--- src/rtl/tank_pkg.sv ---
// rtl/tank_pkg.sv - shared tank directions, field defaults and position type
package tank_pkg;

  typedef enum logic [2:0] {
    DIR_UP    = 3'd0,
    DIR_DOWN  = 3'd1,
    DIR_LEFT  = 3'd2,
    DIR_RIGHT = 3'd3,
    DIR_STAND = 3'd4
  } dir_e;

  localparam int FIELD_W_DEF = 40;
  localparam int FIELD_H_DEF = 30;

  typedef logic [5:0] pos_t;

endpackage

--- src/rtl/tank_target_calc.sv ---
// rtl/tank_target_calc.sv - neighbour cell for a direction, flagging field-edge moves
module tank_target_calc
  import tank_pkg::*;
#(
  parameter int FIELD_W = FIELD_W_DEF,
  parameter int FIELD_H = FIELD_H_DEF
) (
  input  logic [2:0] i_dir,
  input  pos_t       i_x,
  input  pos_t       i_y,
  output pos_t       o_tgt_x,
  output pos_t       o_tgt_y,
  output logic       o_out_of_bounds
);

  // Edge moves keep the current cell as target; the caller only uses the flag.
  always_comb begin
    o_tgt_x         = i_x;
    o_tgt_y         = i_y;
    o_out_of_bounds = 1'b0;
    case (i_dir)
      DIR_UP: begin
        if (i_y == 6'd0) o_out_of_bounds = 1'b1;
        else             o_tgt_y = i_y - 6'd1;
      end
      DIR_DOWN: begin
        if (i_y == 6'(FIELD_H - 1)) o_out_of_bounds = 1'b1;
        else                        o_tgt_y = i_y + 6'd1;
      end
      DIR_LEFT: begin
        if (i_x == 6'd0) o_out_of_bounds = 1'b1;
        else             o_tgt_x = i_x - 6'd1;
      end
      DIR_RIGHT: begin
        if (i_x == 6'(FIELD_W - 1)) o_out_of_bounds = 1'b1;
        else                        o_tgt_x = i_x + 6'd1;
      end
      default: ;
    endcase
  end

endmodule

--- src/rtl/tank_move_scheduler.sv ---
// rtl/tank_move_scheduler.sv - per-frame round-robin move arbitration for all tanks
module tank_move_scheduler
  import tank_pkg::*;
#(
  parameter int N_TANK  = 2,
  parameter int FIELD_W = FIELD_W_DEF,
  parameter int FIELD_H = FIELD_H_DEF,
  parameter int MAP_TMO = 15
) (
  input  logic                  i_clk,
  input  logic                  i_rst,
  input  logic                  i_frame_tick,
  input  logic [3*N_TANK-1:0]   i_dir_req,
  input  logic [6*N_TANK-1:0]   i_tank_x,
  input  logic [6*N_TANK-1:0]   i_tank_y,
  output logic                  o_map_req,
  output logic [5:0]            o_map_x,
  output logic [5:0]            o_map_y,
  input  logic                  i_map_ack,
  input  logic                  i_map_wall,
  output logic [N_TANK-1:0]     o_dir_valid,
  output logic [3*N_TANK-1:0]   o_dir_out,
  output logic                  o_busy,
  output logic                  o_overrun
);

  localparam int IW = (N_TANK > 1) ? $clog2(N_TANK) : 1;
  localparam int TW = $clog2(MAP_TMO + 1);

  localparam logic [2:0] S_IDLE  = 3'd0;
  localparam logic [2:0] S_SNAP  = 3'd1;
  localparam logic [2:0] S_EVAL  = 3'd2;
  localparam logic [2:0] S_MAPQ  = 3'd3;
  localparam logic [2:0] S_ISSUE = 3'd4;

  logic [2:0]    r_state;
  logic [IW-1:0] r_idx;
  logic [TW-1:0] r_tmo;
  logic [2:0]    r_verdict;
  logic [2:0]    r_snap_dir [N_TANK];
  pos_t          r_snap_x   [N_TANK];
  pos_t          r_snap_y   [N_TANK];
  logic [2:0]    r_dir_out  [N_TANK];

  logic [2:0] w_cur_dir;
  pos_t       w_tgt_x;
  pos_t       w_tgt_y;
  logic       w_oob;
  logic       w_collide;

  assign w_cur_dir = r_snap_dir[r_idx];

  tank_target_calc #(
    .FIELD_W (FIELD_W),
    .FIELD_H (FIELD_H)
  ) u_target (
    .i_dir           (w_cur_dir),
    .i_x             (r_snap_x[r_idx]),
    .i_y             (r_snap_y[r_idx]),
    .o_tgt_x         (w_tgt_x),
    .o_tgt_y         (w_tgt_y),
    .o_out_of_bounds (w_oob)
  );

  // Only current positions matter; two tanks entering the same free cell is left to Game.
  always_comb begin
    w_collide = 1'b0;
    for (int j = 0; j < N_TANK; j++) begin
      if (j != int'(r_idx) && r_snap_x[j] == w_tgt_x && r_snap_y[j] == w_tgt_y)
        w_collide = 1'b1;
    end
  end

  always_ff @(posedge i_clk) begin
    if (i_rst) begin
      r_state     <= S_IDLE;
      r_idx       <= '0;
      r_tmo       <= '0;
      r_verdict   <= DIR_STAND;
      o_map_req   <= 1'b0;
      o_map_x     <= '0;
      o_map_y     <= '0;
      o_dir_valid <= '0;
      o_overrun   <= 1'b0;
      for (int k = 0; k < N_TANK; k++) begin
        r_snap_dir[k] <= DIR_STAND;
        r_snap_x[k]   <= '0;
        r_snap_y[k]   <= '0;
        r_dir_out[k]  <= DIR_STAND;
      end
    end else begin
      o_dir_valid <= '0;
      o_overrun   <= i_frame_tick && (r_state != S_IDLE);
      case (r_state)
        S_IDLE: begin
          if (i_frame_tick) begin
            for (int k = 0; k < N_TANK; k++) begin
              r_snap_dir[k] <= i_dir_req[3*k +: 3];
              r_snap_x[k]   <= i_tank_x[6*k +: 6];
              r_snap_y[k]   <= i_tank_y[6*k +: 6];
            end
            r_idx   <= '0;
            r_state <= S_SNAP;
          end
        end
        S_SNAP: r_state <= S_EVAL;
        S_EVAL: begin
          if (w_cur_dir > DIR_RIGHT || w_oob || w_collide) begin
            r_verdict <= DIR_STAND;
            r_state   <= S_ISSUE;
          end else begin
            o_map_req <= 1'b1;
            o_map_x   <= w_tgt_x;
            o_map_y   <= w_tgt_y;
            r_tmo     <= '0;
            r_state   <= S_MAPQ;
          end
        end
        S_MAPQ: begin
          if (i_map_ack) begin
            r_verdict <= i_map_wall ? DIR_STAND : w_cur_dir;
            o_map_req <= 1'b0;
            r_state   <= S_ISSUE;
          end else if (r_tmo == TW'(MAP_TMO - 1)) begin
            r_verdict <= DIR_STAND;
            o_map_req <= 1'b0;
            r_state   <= S_ISSUE;
          end else begin
            r_tmo <= r_tmo + 1'b1;
          end
        end
        S_ISSUE: begin
          r_dir_out[r_idx]   <= r_verdict;
          o_dir_valid[r_idx] <= 1'b1;
          if (r_idx == IW'(N_TANK - 1)) begin
            r_state <= S_IDLE;
          end else begin
            r_idx   <= r_idx + 1'b1;
            r_state <= S_EVAL;
          end
        end
        default: r_state <= S_IDLE;
      endcase
    end
  end

  assign o_busy = (r_state != S_IDLE);

  for (genvar g = 0; g < N_TANK; g++) begin : g_pack
    assign o_dir_out[3*g +: 3] = r_dir_out[g];
  end

endmodule

--- config.mk ---
export PLATFORM = sky130hd
export DESIGN_NAME = tank_move_scheduler
export DESIGN_NICKNAME = d
export VERILOG_FILES = /design/src/rtl/tank_pkg.sv /design/src/rtl/tank_target_calc.sv /design/src/rtl/tank_move_scheduler.sv
export SDC_FILE = /design/constraint.sdc
export NUM_CORES = 1
export LEC_CHECK = 0
export BUFFER_PORTS_ARGS = -buffer_cell sky130_fd_sc_hd__buf_2
export CAP_MARGIN = 20
export CORE_MARGIN = 4
export CORE_UTILIZATION = 40
export DETAILED_ROUTE_END_ITERATION = 8
export PLACE_DENSITY = 0.56
export SLEW_MARGIN = 20
export SYNTH_ARGS = -nofsm -noshare
export SYNTH_HDL_FRONTEND = slang
export SYNTH_SLANG_ARGS = --single-unit
--- constraint.sdc ---
create_clock -name i_clk -period 7.2 [get_ports i_clk]
set_input_delay 0.36 -clock i_clk [delete_from_list [all_inputs] [get_ports i_clk]]
set_output_delay 0.36 -clock i_clk [all_outputs]
set_load 0.005 [all_outputs]
==> flow_summary.toml, run 1 <==
[power_and_ir_drop]
p_comb_share_pct = 20.1
p_per_area_mw_per_mm2 = 183.9
switching_share_pct = 31.98
p_seq_share_pct = 49.2
vdd_drop_max_v = 0.00006849
p_leak_nw = 1.830
clockPowerShare_pct = 30.7
p_int_mw = 0.6099
power_switching_mw = 0.2868

[clocking]
insertion_delay_ns = 0.34
numCtsBuffers = 9
tritoncts = "done"
ctsHoldBuffers = 0
cts_resized = 0
cts-root-buf = "clkbuf_8"
clk_pin_slew_ns = 0.08
cts.sinks = 64
htreeDepth = 3
clk_path_buf_depth = 2
cts_setup_buffers = 0

[worst_hold_path]
hold_path_class = "in2reg"

[critical_path]
required_ns = 7.42
cpMostUsedCell = "mux2_1"
worstSetupEndpointType = "flop"
slowest_stage = "dfxtp_2"
arrival_ns = 5.13
crit_chain = "buf_4 > mux2_1 > inv_1 > ha_1 > o221a_2 > nor2_1 > o32ai_1 > xor2_1 > or4_1 > or4_4 > and3_1 > mux2_1"
start_kind = "flop"
cpPeakStageDelay_ns = 0.63
path_max_fanout = 39
critPathKind = "reg2reg"

[synthesis]
syn_avg_cell_area_um2 = 9.829
synth_warnings = 0
synth_mux_area_share_pct = 7.339
synth_compound_area_share_pct = 16.37
netlist_instances = 444
synth_top_family_by_area = "simple AND/OR/NAND/NOR gates"
synth_enable_flop_cells = 36
syn_area_mm2 = 0.004364
syn_nets = 488
synthSimpleGateAreaFrac_pct = 27.87
synth.distinct_cells = 86
yosysSeqAreaShare_pct = 37.61
ys_ff_latch = 64
ys.flop_type = "edfxtp_1"
async_reset_ff_share_pct = 0
synth_xor_area_share_pct = 4.214
synthAdderAreaFrac_pct = 2.580

[timing]
fin_crit_ns = 4.912
slew-limit-headroom_pct = 44.71
fin_worst_skew_ns = 0.01322
whs_ns = 0.2846
worst_pin_slew_ns = 0.8293
maxSlewViolCount = 0
period_share_pct = 68.22
layout_setup_ws_ns = 2.288
setup_tns_ns = 0
hold_viol = 0
fmax_mhz = 203.6
grt_setup_unrepaired = "no"
setup_viol = 0

[routing]
dr.pass1.iters = 6
via_per_inst = 5.808
wl_per_cell_um = 17.90
drtIter0Drc = 272
ant_nets = 0
drc_errors = 0
drt_wl_total_um = 11370
num_vias = 3688

[die]
coreArea_mm2 = 0.01046
die_w_um = 112.5
design.die.area_mm2 = 0.01265
initial_core_util_pct = 41.71
ios = 58
die_height_um = 112.5
rows = 37

[placed_design]
dpl_worst_slack_ns = 2.377
io_buffer_count = 57
dpl_cell_area_mm2 = 0.004706
post-dp-hpwl_um = 8412
place.gp.congestion = 0.9634

[status]
status = "complete, no violations"

[grt]
grt_pass1_wl_um = 18210
antenna_found_initial = 0
grt_overflow_total = 0
grt_max_degree = 40
grt_pass1_vias = 3538
grt_usage_pct = 17.76

[finish]
num-nets-final = 538
diodes = 0
mostFrequentLayoutCells = "buf_2 (57), edfxtp_1 (36), and2_1 (33)"
syn_to_final_growth_pct = 11.75
final_common_cell = "buf_2"
fin_area_mm2 = 0.004877
drive_above_1_share_pct = 24.05

[flow_run]
cap_violations = 0
==> kinds of logic after synthesis <==
| kind of cell | Yosys count |
|---|---|
| xor+xnor | 21 |
| simple gates | 194 |
| compound gates | 95 |
| flops | 64 |
| buf+inv | 31 |
| mux | 30 |
| fa+ha+maj | 9 |
==> cell type report <==
cell class	instances	area, um^2
sequential	64	1643
tap	136	170.2
timing repair buffer	60	307.8
multi-input combinational	349	2547
clock buffer	9	123.9
fill	1039	5585
inverter	10	37.54
clock inverter	7	47.55
==> per-layer routing <==
metal / track usage, % / share of wire, %
met5: 0 / 0
met4: 5.609 / 2.7
met3: 3.450 / 5.8
met2: 28.17 / 45
met1: 24.46 / 47
==> registers in the layout (all words and copies together), names as in the netlist, named ones only <==
name and cells:
o_dir_valid 2, o_map_req 1, o_map_x 6, o_map_y 6
o_overrun 1, r_dir_out 6, r_idx 1, r_snap_dir 6
r_snap_x 12, r_snap_y 12, r_state 3, r_tmo 4
r_verdict 3
==> per-stage QoR <==
stage	cells	utilization (%)	total power, mW
global route	635	46.62	0.9431
finish	635	46.62	0.8967
floorplan	444	-	0.5702
detailed placement	619	44.98	0.6264
global placement	619	44.98	0.6260
CTS	635	46.62	0.9046
==> power groups by stage <==
stage	logic, mW	registers (mW)	clock network, mW
5_1_grt	0.199	0.444	0.300
3_5_place_dp	0.178	0.449	0
4_1_cts	0.179	0.440	0.285
2_1_floorplan	0.138	0.432	0
3_3_place_gp	0.177	0.449	0
6_report	0.180	0.441	0.276
==> cell usage after synthesis, drive strengths merged, types with 5 or more instances <==
cell type,number,area [um^2]
edfxtp,36,1081
and2,33,206.5
nand2,32,120.1
dfxtp,28,560.5
nor2,21,78.83
a21oi,19,98.85
mux2i,17,173.9
o21ai,17,88.84
nor3,16,95.09
nand3,15,75.07
mux2,13,146.4
nor3b,12,121.4
buf,11,100.1
xor2,11,96.34
clkbuf,10,37.54
inv,10,37.53
xnor2,10,87.58
ha,9,112.6
a31oi,8,50.05
nor2b,8,50.05
nor4,7,50.05
or4,7,60.06
and3,5,31.28
o221ai,5,43.79
o22ai,5,37.53
or3,5,36.28
==> final timing paths <==
check          startpoint          endpoint  slack (ns)  cells after the start
min reg2reg    o_map_x[2]        o_map_x[2]        0.46                      2
min          i_dir_req[2]  r_snap_dir[0][2]        0.28                      2
max reg2reg          flop        o_map_x[0]        2.29                     12
max                  flop        o_map_x[0]        2.29                     12
==> worst max-delay path, delay by kind of cell, from the launching register on <==
family                     cells  cell delay (ns)
DFF                            1             0.63
xor gates and xnor gates       1             0.13
muxes                          2             0.85
AOI/OAI and AO/OA              2             0.79
adders and majority gates      1             0.20
buffers and inverters          2             0.60
and+or+nand+nor                4             1.58
Note: power is estimated with default switching activity, not from simulation.
==> inputs of run 2 (changes only) <==
--- a/config.mk
+++ b/config.mk
@@ -5,12 +5,13 @@
 export SDC_FILE = /design/constraint.sdc
 export NUM_CORES = 1
 export LEC_CHECK = 0
+export ABC_AREA = 1
 export BUFFER_PORTS_ARGS = -buffer_cell sky130_fd_sc_hd__buf_2
 export CAP_MARGIN = 20
 export CORE_MARGIN = 4
 export CORE_UTILIZATION = 40
 export DETAILED_ROUTE_END_ITERATION = 8
-export PLACE_DENSITY = 0.56
+export PLACE_DENSITY = 0.58
 export SLEW_MARGIN = 20
 export SYNTH_ARGS = -nofsm -noshare
 export SYNTH_HDL_FRONTEND = slang
==> constraint.sdc (replaced) <==
create_clock -name i_clk -period 4.4 [get_ports i_clk]
set_input_delay 0.22 -clock i_clk [delete_from_list [all_inputs] [get_ports i_clk]]
set_output_delay 0.22 -clock i_clk [all_outputs]
set_load 0.005 [all_outputs]
==> run 2 against run 1 <==
Synthesized cell count up 51%. Count of clock-buffer cells in the layout up 1. Highest routed layer unchanged. Largest power group is now combinational logic. Critical path depth up 8. Largest cell class unchanged. Clock skew down 0.0060 ns. Critical path type unchanged. Sequential share of layout area down 2.0 points.
==> flow_summary.toml, run 2 <==
[grt]
grt_pass1_vias = 3960
grt_max_degree = 32
antenna_found_initial = 0
grt_pass1_wl_um = 19090
grt_usage_pct = 18.53
grt_overflow_total = 0

[placed_design]
place.gp.congestion = 0.9426
io_buffer_count = 57
dpl_worst_slack_ns = 1.095
post-dp-hpwl_um = 9310

[routing]
ant_nets = 0
num_vias = 4285
via_per_inst = 4.908
wl_per_cell_um = 13.64
drc_errors = 0
drt_wl_total_um = 11910
dr.pass1.iters = 5
drtIter0Drc = 398

[worst_hold_path]
min-delay-start = "i_dir_req[2]"
hold_path_class = "in2reg"

[synthesis]
synth_mux_area_share_pct = 0
ys.flop_type = "edfxtp_1"
yosys-top-cells-count = "nand2_1 (197), nor2_1 (103), inv_1 (97), nand3_1 (70), edfxtp_1 (36)"
synth_xor_area_share_pct = 0.3899
netlist_instances = 672
async_reset_ff_share_pct = 0
syn_avg_cell_area_um2 = 6.686
synth_largest_area_cell = "edfxtp_1"
synthAdderAreaFrac_pct = 2.506
syn_area_mm2 = 0.004493
ys_top_cells_by_area = "edfxtp_1 (24%), nand2_1 (16%), dfxtp_1 (12%)"
synthSimpleGateAreaFrac_pct = 45.20
synth_warnings = 0
synth.distinct_cells = 32
synth_top_area_share_pct = 24.06
synth.most_common_cell = "nand2_1"
synth_enable_flop_cells = 36
synth_top_family_by_area = "simple AND/OR/NAND/NOR gates"
ys_ff_latch = 64
syn_nets = 716
yosysSeqAreaShare_pct = 36.54
synth_compound_area_share_pct = 4.233

[die]
design.die.area_mm2 = 0.01299
die_w_um = 114.0
coreArea_mm2 = 0.01094
rows = 38
die_height_um = 114.0
ios = 58
initial_core_util_pct = 41.09

[timing]
maxSlewViolCount = 0
layout_setup_ws_ns = 1.041
fmax_mhz = 297.7
period_share_pct = 76.34
whs_ns = 0.1502
slew-limit-headroom_pct = 43.81
hold_viol = 0
grt_setup_unrepaired = "no"
fin_crit_ns = 3.359
worst_pin_slew_ns = 0.8419
setup_tns_ns = 0
fin_worst_skew_ns = 0.007186
setup_viol = 0

[critical_path]
critPathKind = "reg2reg"
start_kind = "flop"
required_ns = 4.66
arrival_ns = 3.61
rr_worst_depth = 20
cp-endpoint = "o_map_x[4]"
worstSetupEndpointType = "flop"
path_max_fanout = 30
rrSetupSlack_ns = 1.04
r2r-end = "o_map_x[4]"

[finish]
diodes = 0
fillerInstances = 1143
final_common_cell = "nand2_1"
drive_above_1_share_pct = 19.78
num-nets-final = 772
fin_util_pct = 47.36
largest_registers = "r_snap_x x12, r_snap_y x12"
multi_input_area_mm2 = 0.002351
syn_to_final_growth_pct = 15.26
mostFrequentLayoutCells = "nand2_1 (197), nor2_1 (103), inv_1 (97)"
final-seq-area_mm2 = 0.001642

[clocking]
cts.sinks = 64
clk_pin_slew_ns = 0.06
tritoncts = "done"
cts_setup_buffers = 0
ctsHoldBuffers = 0
clk_path_buf_depth = 2
htreeDepth = 3
insertion_delay_ns = 0.33
cts_resized = 0
numCtsBuffers = 9
cts-root-buf = "clkbuf_16"

[power_and_ir_drop]
p_per_area_mw_per_mm2 = 498.4
p_leak_nw = 2.596
vdd_drop_max_v = 0.0003507

[status]
status = "complete, no violations"

[flow_run]
cap_violations = 0
run 2: metal layers:
layer | GRT usage [%] | wire [um]
met1 | 24.32 | 5435
met2 | 29.27 | 5194
met4 | 7.126 | 352
met5 | 0 | 0
met3 | 4.828 | 929
run 2: cells by family after synthesis:
family | count (synthesis)
xor gates and xnor gates | 2
and+or+nand+nor | 444
buffers and inverters | 120
DFF | 64
AOI/OAI and AO/OA | 33
adders and majority gates | 9
run 2: final cells by class:
type	count	share of cell area, %
Multi-Input combinational cell	488	45.40
Sequential cell	64	31.70
Inverter	106	7.683
Timing Repair Buffer	59	5.798
Clock buffer	10	4.421
Tap cell	140	3.382
Clock inverter	6	1.619
run 2: power breakdown:
group | switching, mW | leakage [nW] | internal, mW | total [mW]
Sequential | 0.0709 | 0.599 | 0.739 | 0.810
Combinational | 0.708 | 1.85 | 0.317 | 1.02
Clock | 0.254 | 0.146 | 0.493 | 0.747
run 2: worst min path at each step:
stage / slack (ns) / cells after the start / endpoint
6_report: 0.15 / 2 / r_snap_dir[0][2]
5_1_grt: 0.14 / 2 / r_snap_dir[0][2]
4_1_cts: 0.14 / 2 / r_snap_dir[0][2]
3_5_place_dp: 0.44 / 2 / r_verdict[2]
3_3_place_gp: 0.44 / 2 / r_verdict[2]
2_1_floorplan: 0.38 / 2 / o_overrun
run 2: per-stage QoR:
stage	std cells	power, mW	instance area, um^2
2_1_floorplan	672	1.575	4493
3_3_place_gp	857	1.842	4866
3_5_place_dp	857	1.833	4866
4_1_cts	873	2.583	5179
5_1_grt	873	2.760	5179
6_report	873	2.581	5179
run 2: critical path, cell delays in order, from the launching register on:
cell and delay (ns):
dfxtp_1 0.33, buf_4 0.35, nand2_1 0.10, nand2_1 0.21, ha_1 0.18, nand3_1 0.08, nor2_1 0.15, nand2_2 0.12
nand2_1 0.13, nand3_1 0.14, nand2_2 0.15, nand2_1 0.06, nand2_1 0.08, nor2_1 0.05, nand2_1 0.08, nor2_1 0.05
nand2_2 0.07, nand4_4 0.32, inv_2 0.34, nand3_1 0.13, a21oi_1 0.13
==> inputs of run 3 (changes only) <==
==> constraint.sdc (replaced) <==
create_clock -name i_clk -period 2.8 [get_ports i_clk]
set_input_delay 0.14 -clock i_clk [delete_from_list [all_inputs] [get_ports i_clk]]
set_output_delay 0.14 -clock i_clk [all_outputs]
set_load 0.005 [all_outputs]
==> run 3 against run 2 <==
Hold slack worse by 0.075 ns. Setup slack worse by 0.98 ns. Power grew 77%. Register-to-register slack got worse by 0.98 ns. Clock power grew 38%. Sequential power is 59% higher. Final area is 19% higher. Critical path depth unchanged. Sequential share of layout area fell by 5.0 points. Flip-flop and latch count unchanged. Via count rose by 6.0%. Critical path type unchanged. Highest routed layer unchanged.
==> flow_summary.toml, run 3 (synthesis results as in run 2) <==
[placed_design]
io_buffer_count = 57
post-dp-hpwl_um = 9686
place.gp.congestion = 0.9632
dpl_cell_area_mm2 = 0.005081

[routing]
num_vias = 4540
wl_per_cell_um = 13.94
drt_wl_total_um = 12930
ant_nets = 0
via_per_inst = 4.898
drc_errors = 0
dr.pass1.iters = 5
drtIter0Drc = 469

[flow_run]
cap_violations = 0

[critical_path]
critPathKind = "reg2reg"
path_max_fanout = 8
required_ns = 3.00
rrSetupSlack_ns = 0.06
arrival_ns = 2.95
r2r-end = "r_tmo[2]"
worstSetupEndpointType = "flop"
start_kind = "flop"
rr_worst_depth = 20

[clocking]
cts.sinks = 64
htreeDepth = 3
ctsHoldBuffers = 0
clk_pin_slew_ns = 0.05
insertion_delay_ns = 0.33
clk_path_buf_depth = 2
numCtsBuffers = 9
tritoncts = "done"
cts-root-buf = "clkbuf_16"

[die]
coreArea_mm2 = 0.01094
design.die.area_mm2 = 0.01299
initial_core_util_pct = 41.09
ios = 58
die_height_um = 114.0
die_w_um = 114.0
rows = 38

[finish]
drive_above_1_share_pct = 35.83
fin_area_mm2 = 0.006156
num-nets-final = 826
final_common_cell = "nand2_1"
mostFrequentLayoutCells = "nand2_1 (162), nor2_1 (91), inv_1 (90)"
largest_registers = "r_snap_x x12, r_snap_y x12"
diodes = 0
syn_to_final_growth_pct = 37.01
fin_util_pct = 56.29

[timing]
worst_pin_slew_ns = 0.5665
setup_tns_ns = 0
slew-limit-headroom_pct = 61.92
setup_viol = 0
fin_crit_ns = 2.743
maxSlewViolCount = 0
fmax_mhz = 364.6
grt_setup_unrepaired = "yes"
period_share_pct = 97.95
fin_worst_skew_ns = 0.006964
hold_viol = 0

[grt]
grt_usage_pct = 18.84
grt_pass1_vias = 4190
grt_pass1_wl_um = 19650
grt_max_degree = 32
antenna_found_initial = 0
grt_overflow_total = 0

[power_and_ir_drop]
vdd_drop_max_v = 0.0005658
p_total_mw = 4.571
p_per_area_mw_per_mm2 = 742.6
p_leak_nw = 2.988

[worst_hold_path]
min_to = "r_snap_dir[0][2]"
hold_path_class = "in2reg"
hold_depth = 2
min-delay-start = "i_dir_req[2]"

[status]
status = "complete, no violations"
run 3: metal layers:
layer	track usage, %	vias up	part of all wire [%]
li1	-	2317	-
met1	25.26	2056	46
met2	31.26	147	47
met3	3.820	20	5.6
met4	4.592	0	1.9
met5	0	-	0
run 3: per-stage QoR:
step                      setup WS (ns)  hold WS (ns)  cells
after floorplan                  0.2417        0.3002    672
after CTS                      0.003265       0.06739    903
after detailed placement        -0.2468        0.4062    884
after global placement          -0.1621        0.4068    884
final                           0.05738       0.07563    927
after global routing            -0.1273       0.07558    927
run 3: worst max path at each step:
stage / from / endpoint / cells after the start
2_1_floorplan: flop / o_map_x[4] / 23
3_5_place_dp: flop / o_map_y[1] / 20
5_1_grt: flop / o_map_x[4] / 20
3_3_place_gp: flop / o_map_x[4] / 20
6_report: flop / r_tmo[2] / 20
4_1_cts: flop / r_tmo[2] / 21
run 3: timing repair:
item                       4_1_cts  5_1_grt
buffers inserted                 2       23
resized for setup               10      130
pin swaps                        0       40
cloned                           1        2
setup endpoints to repair       23       23
run 3: where the power goes:
| part | switching [mW] | leakage [nW] | internal, mW |
|---|---|---|---|
| clock | 0.380 | 0.139 | 0.648 |
| combinational | 1.38 | 2.25 | 0.875 |
| sequential | 0.125 | 0.600 | 1.16 |
| total | 1.89 | 2.99 | 2.69 |
run 3: critical path, cell delays in order (launching register included):
cell	delay, ns
dfxtp_4	0.45
buf_12	0.15
nand2_4	0.05
nand2_4	0.10
ha_4	0.13
nand3_2	0.07
nor2_2	0.13
nand2_2	0.11
nor2_4	0.23
nor2_4	0.07
nand3_2	0.08
nand2_2	0.07
nor2_1	0.12
nand3_1	0.11
nor2_2	0.13
nand2_2	0.11
nand4_4	0.19
buf_12	0.14
nand2_2	0.05
nand2_1	0.07
a21oi_1	0.05
run 3: layout make-up:
cell class                 count  area (um^2)
inverter                     106        410.4
timing repair buffer         112        785.8
tap                          140        175.2
sequential                    64         1645
clock inverter                 3        15.01
clock buffer                  13        261.5
fill                        1044         4780
multi-input combinational    489         2863
